==> src/rtl/dsp_wb_master.sv <==
// Wishbone classic master for the DSP file state machine.
// One outstanding request, with retry, timeout and sticky error.
module dsp_wb_master #(
  parameter int              dw        = 32,
  parameter int              aw        = 32,
  parameter int              TIMEOUT   = 1000,
  parameter int              MAX_RETRY = 3,
  parameter logic [dw-1:0]   ERR_DATA  = 'hDEAD_BEEF
) (
  input  logic          wb_clk,
  input  logic          wb_rst,
  input  logic [aw-1:0] address,
  input  logic          start,
  input  logic [3:0]    selection,
  input  logic          write,
  input  logic [dw-1:0] data_wr,
  output logic [dw-1:0] data_rd,
  output logic          active,
  output logic [aw-1:0] wb_adr_o,
  output logic [dw-1:0] wb_dat_o,
  output logic [3:0]    wb_sel_o,
  output logic          wb_we_o,
  output logic          wb_cyc_o,
  output logic          wb_stb_o,
  input  logic [dw-1:0] wb_dat_i,
  input  logic          wb_ack_i,
  input  logic          wb_err_i,
  input  logic          wb_rty_i,
  input  logic          clear_error,
  output logic          bus_error,
  output logic [aw-1:0] err_addr
);

  localparam int RW =
    (MAX_RETRY < 1) ? 1 : $clog2(MAX_RETRY + 1);

  localparam logic [RW-1:0] RTY_LAST = RW'(MAX_RETRY);
  localparam logic [15:0]   TMO_LAST = 16'(TIMEOUT - 1);
  localparam logic          TMO_EN   = (TIMEOUT != 0);

  typedef enum logic [1:0] {
    S_IDLE,
    S_BUS,
    S_RETRY,
    S_RELEASE
  } state_t;

  state_t        r_state;
  logic [aw-1:0] r_adr;
  logic [dw-1:0] r_dat;
  logic [3:0]    r_sel;
  logic          r_we;
  logic          r_cyc;
  logic          r_active;
  logic [dw-1:0] r_data_rd;
  logic [RW-1:0] r_rty_cnt;
  logic [15:0]   r_tmo_cnt;
  logic          r_bus_error;
  logic [aw-1:0] r_err_addr;

  state_t        w_state;
  logic [aw-1:0] w_adr;
  logic [dw-1:0] w_dat;
  logic [3:0]    w_sel;
  logic          w_we;
  logic          w_cyc;
  logic          w_active;
  logic [dw-1:0] w_data_rd;
  logic [RW-1:0] w_rty_cnt;
  logic [15:0]   w_tmo_cnt;
  logic          w_bus_error;
  logic [aw-1:0] w_err_addr;
  logic          w_abort;

  // Next-state and next-output logic; abort overrides the case result.
  always_comb begin
    w_state     = r_state;
    w_adr       = r_adr;
    w_dat       = r_dat;
    w_sel       = r_sel;
    w_we        = r_we;
    w_cyc       = r_cyc;
    w_active    = r_active;
    w_data_rd   = r_data_rd;
    w_rty_cnt   = r_rty_cnt;
    w_tmo_cnt   = r_tmo_cnt;
    w_bus_error = r_bus_error;
    w_err_addr  = r_err_addr;
    w_abort     = 1'b0;

    if (clear_error)
      w_bus_error = 1'b0;

    unique case (r_state)
      S_IDLE: begin
        if (start) begin
          w_adr     = address;
          w_dat     = data_wr;
          w_sel     = selection;
          w_we      = write;
          w_cyc     = 1'b1;
          w_active  = 1'b1;
          w_rty_cnt = '0;
          w_tmo_cnt = '0;
          w_state   = S_BUS;
        end
      end
      S_BUS: begin
        if (wb_err_i) begin
          w_abort = 1'b1;
        end else if (wb_rty_i) begin
          w_cyc = 1'b0;
          if (r_rty_cnt == RTY_LAST) begin
            w_abort = 1'b1;
          end else begin
            w_rty_cnt = r_rty_cnt + 1'b1;
            w_state   = S_RETRY;
          end
        end else if (wb_ack_i) begin
          w_cyc    = 1'b0;
          w_active = 1'b0;
          if (!r_we)
            w_data_rd = wb_dat_i;
          w_state  = S_RELEASE;
        end else if (TMO_EN && r_tmo_cnt == TMO_LAST) begin
          w_abort = 1'b1;
        end else begin
          w_tmo_cnt = r_tmo_cnt + 16'd1;
        end
      end
      S_RETRY: begin
        w_cyc     = 1'b1;
        w_tmo_cnt = '0;
        w_state   = S_BUS;
      end
      S_RELEASE: begin
        if (!start)
          w_state = S_IDLE;
      end
      default: begin
        w_state = S_IDLE;
      end
    endcase

    if (w_abort) begin
      w_cyc       = 1'b0;
      w_active    = 1'b0;
      w_bus_error = 1'b1;
      w_err_addr  = r_adr;
      if (!r_we)
        w_data_rd = ERR_DATA;
      w_state     = S_RELEASE;
    end
  end

  // State and output registers with synchronous reset.
  always_ff @(posedge wb_clk) begin
    if (wb_rst) begin
      r_state     <= S_IDLE;
      r_adr       <= '0;
      r_dat       <= '0;
      r_sel       <= '0;
      r_we        <= 1'b0;
      r_cyc       <= 1'b0;
      r_active    <= 1'b0;
      r_data_rd   <= '0;
      r_rty_cnt   <= '0;
      r_tmo_cnt   <= '0;
      r_bus_error <= 1'b0;
      r_err_addr  <= '0;
    end else begin
      r_state     <= w_state;
      r_adr       <= w_adr;
      r_dat       <= w_dat;
      r_sel       <= w_sel;
      r_we        <= w_we;
      r_cyc       <= w_cyc;
      r_active    <= w_active;
      r_data_rd   <= w_data_rd;
      r_rty_cnt   <= w_rty_cnt;
      r_tmo_cnt   <= w_tmo_cnt;
      r_bus_error <= w_bus_error;
      r_err_addr  <= w_err_addr;
    end
  end

  assign data_rd   = r_data_rd;
  assign active    = r_active;
  assign wb_adr_o  = r_adr;
  assign wb_dat_o  = r_dat;
  assign wb_sel_o  = r_sel;
  assign wb_we_o   = r_we;
  assign wb_cyc_o  = r_cyc;
  assign wb_stb_o  = r_cyc;
  assign bus_error = r_bus_error;
  assign err_addr  = r_err_addr;

endmodule

==> config.mk <==
export PLATFORM = sky130hd
export DESIGN_NAME = dsp_wb_master
export DESIGN_NICKNAME = d
export VERILOG_FILES = /design/src/rtl/dsp_wb_master.sv
export SDC_FILE = /design/constraint.sdc
export NUM_CORES = 1
export LEC_CHECK = 0
export ABC_AREA = 1
export BUFFER_PORTS_ARGS = -buffer_cell sky130_fd_sc_hd__buf_2
export CAP_MARGIN = 20
export CORE_UTILIZATION = 52
export CTS_CLUSTER_DIAMETER = 200
export DETAILED_ROUTE_END_ITERATION = 10
export GPL_TIMING_DRIVEN = 0
export PLACE_DENSITY_LB_ADDON = 0.25
export SYNTH_ARGS = -nofsm -noshare
export SYNTH_HDL_FRONTEND = slang
export SYNTH_SLANG_ARGS = --single-unit
==> constraint.sdc <==
create_clock -name wb_clk -period 3.23 [get_ports wb_clk]
set_input_delay 0.1615 -clock wb_clk [delete_from_list [all_inputs] [get_ports wb_clk]]
set_output_delay 0.1615 -clock wb_clk [all_outputs]
set_load 0.03 [all_outputs]
==> load_flow_metrics.sql <==
INSERT INTO impl_metrics (metric_group, metric, value, unit) VALUES
('floorplan', 'floorplan.io_pins', '245', ''),
('detailed_routing', 'detail_route.vias_per_cell', '5.30', ''),
('flow_run', 'maxCapViolations', '0', ''),
('yosys', 'synthDistinctLibCells', '33', ''),
('global_routing', 'initial_antenna_violation_count', '0', ''),
('global_routing', 'number_of_global_route_vias_before_repair', '6700', ''),
('placement', 'hpwl', '12700', 'um'),
('yosys', 'number_of_nets_in_the_synthesized_netlist', '934', ''),
('floorplan', 'fp.dieArea', '12400', 'um2'),
('placement', 'numPortBuffers', '243', ''),
('setup_path', 'crit_end', 'wb_dat_o[13]', ''),
('clock_network', 'cts_h_tree_depth', '4', ''),
('power', 'cellLeakagePower', '4.05', 'nW'),
('yosys', 'post_synth_inst_count', '824', ''),
('clock_network', 'cts.path.max_buffers', '2', ''),
('detailed_routing', 'drcViolationCount', '22', ''),
('global_routing', 'global_route_track_usage_on_met1', '0.360', ''),
('clock_network', 'cts_root_buf', 'clkbuf_16', ''),
('setup_path', 'worstPathRequired', '3.58', 'ns'),
('floorplan', 'placeableCoreArea', '11500', 'um2'),
('final_layout', 'drive_gt1_frac', '0.266', ''),
('global_routing', 'grt_busiest_layer', 'met2', ''),
('global_routing', 'gr-usage-met3', '0.103', ''),
('setup_path', 'reg2regPathDepth', '6', ''),
('global_routing', 'global_route.usage.met2', '0.577', ''),
('yosys', 'synth_top_area_share', '0.504', ''),
('timing', 'worst_case_clock_skew', '0.00618', 'ns'),
('yosys', 'ys_ff_latch', '156', ''),
('timing', 'slew_limit_headroom', '0.554', ''),
('detailed_routing', 'postRouteWirelength', '20100', 'um'),
('clock_network', 'insertion_delay', '0.43', 'ns'),
('timing', 'tightest_slew', '0.669', 'ns'),
('yosys', 'ys_dominant_reg_cell', 'dfxtp_1', ''),
('run_status', 'run_status', 'complete, but fails checks', ''),
('timing', 'final.setup.tns', '0', 'ns'),
('setup_path', 'critical_path.reg2reg.endpoint', 'wb_dat_o[13]', ''),
('global_routing', 'grt_pass1_wl', '32400', 'um'),
('timing', 'grt_setup_unrepaired', 'false', ''),
('setup_path', 'regToRegSetupSlack', '1.27', 'ns'),
('timing', 'period_share', '0.607', ''),
('setup_path', 'crit_path_max_fanout', '10', ''),
('detailed_routing', 'wire_per_inst', '15.5', 'um'),
('setup_path', 'cp.arrival', '2.31', 'ns'),
('global_routing', 'track_usage', '0.331', ''),
('yosys', 'synth.largest_area_cell', 'dfxtp_1', ''),
('yosys', 'post_synth.cell_area_avg', '7.52', 'um2'),
('timing', 'finalMaxSlewViolations', '0', ''),
('timing', 'final_period_minus_worst_setup_slack', '1.96', 'ns'),
('detailed_routing', 'detailedRoute.firstPassIterationCount', '9', ''),
('clock_network', 'clock_tree_from_tritoncts', 'built', ''),
('yosys', 'synth_edf_count', '0', ''),
('setup_path', 'timing.setup.critical_path_class', 'reg2reg', ''),
('yosys', 'synth_most_common_cell', 'nor2_1', ''),
('detailed_routing', 'drt_iter0_markers', '584', ''),
('timing', 'setup_viol', '0', ''),
('final_layout', 'diode_insertion_count_for_antenna_repair', '0', ''),
('yosys', 'synth_top_cells_by_area', 'dfxtp_1 (50%), nor2_1 (15%), o21ai_0 (7.7%), nand2_1 (5.8%), nand4_1 (2.8%)', ''),
('run_status', 'failed_checks', 'DRC', ''),
('yosys', 'cell_area_after_technology_mapping', '6200', 'um2'),
('min_path', 'worstHoldPathType', 'in2reg', ''),
('power', 'power.density_cell_area', '601', 'nW/um2'),
('timing', 'hold-worst-slack', '0.000241', 'ns'),
('yosys', 'synth-warning-count', '0', ''),
('power', 'ir_drop', '0.418', 'mV'),
('detailed_routing', 'routed-via-count', '6891', ''),
('yosys', 'synth_commonest_cells', 'nor2_1 (254), dfxtp_1 (156), nand2_1 (95), o21ai_0 (95), clkbuf_1 (38)', ''),
('placement', 'place.gp.congestion', '0.892', ''),
('yosys', 'synth_async_sr_flop_share', '0', ''),
('clock_network', 'clock_sinks', '156', ''),
('floorplan', 'die_width', '111', 'um'),
('setup_path', 'critPathLaunch', 'r_state[1]', '');
area by class of cell:
class / instances / area (um2)
sequential: 156 / 3120
fill: 828 / 2780
multi-input combinational: 583 / 2690
timing repair buffer: 301 / 1800
clock buffer: 21 / 470
buffer: 56 / 272
tap: 143 / 179
inverter: 29 / 114
clock inverter: 11 / 93.8
critical path, stage by stage (launching register included):
cell      delay (ns)
dfxtp_1         0.36
nor2_1          0.16
nand2_1         0.33
inv_2           0.28
clkbuf_1        0.42
nor2_1          0.12
nor2_1          0.20
power breakdown:
part | internal (mW) | switching [mW] | total [mW]
logic | 0.371 | 0.784 | 1.15
registers | 2.09 | 0.103 | 2.20
clock network | 1.11 | 0.792 | 1.91
registers in the layout (all words and copies together) (netlist names):
register and count:
r_state 2, r_rty_cnt 2, data_rd 32, bus_error 1, wb_we_o 1, wb_sel_o 4
wb_dat_o 32, r_tmo_cnt 16, wb_cyc_o 1, wb_adr_o 32, active 1, err_addr 32
how the worst min path moves through the flow:
stage | startpoint | endpoint | slack [ns] | depth (start not counted)
after floorplan | wb_dat_i[14] | data_rd[14] | 0.31 | 2
after global placement | wb_dat_i[4] | data_rd[4] | 0.39 | 3
after detailed placement | wb_dat_i[24] | data_rd[24] | 0.40 | 3
after CTS | address[13] | wb_adr_o[13] | 0.0004 | 3
after global routing | address[25] | wb_adr_o[25] | 0.03 | 3
final | data_wr[27] | wb_dat_o[27] | 0.0002 | 3
metrics by stage:
stage	cells	setup WS [ns]	area [um2]	utilization	power, mW
final	1300	1.27	8740	0.759	5.25
after global routing	1300	1.14	8740	0.759	5.44
after CTS	1300	1.35	8740	0.759	5.20
after detailed placement	1210	1.24	7590	0.659	3.29
after global placement	1210	1.34	7590	0.659	3.27
after floorplan	824	1.66	6200	-	2.94
what timing repair did:
action | CTS | global route
endpoints found under the hold margin | 58 | 0
setup buffers | 0 | 0
gates resized for setup | 0 | 0
setup endpoints to repair | 0 | 0
hold buffers | 58 | 0
cell families (layout without fill, tap and decap cells):
group           count (synthesis)  after routing  share of synthesized area
mux                             8              8                     0.0129
compound gates                154            154                      0.130
buf+inv                        85            418                     0.0622
simple gates                  410            410                      0.274
xor+xnor                        9              9                     0.0127
fa+ha+maj                       2              2                    0.00404
flops                         156            156                      0.504
metal layers:
layer / routed length (um) / part of all wire
met1: 7730 / 0.38
met2: 10000 / 0.50
met3: 1590 / 0.079
met4: 797 / 0.040
met5: 0 / 0
placed cells by master, fill, tap and decap left out, types with 21 or more instances in the layout:
cell type and count:
nor2_1 254, buf_2 252, dfxtp_1 156, nand2_1 95, o21ai_0 95, dlygate4sd3_1 58, clkbuf_1 39, nand4_1 28
a31oi_1 25, inv_1 23, a21oi_1 21
(Power assumes the default switching activity.)
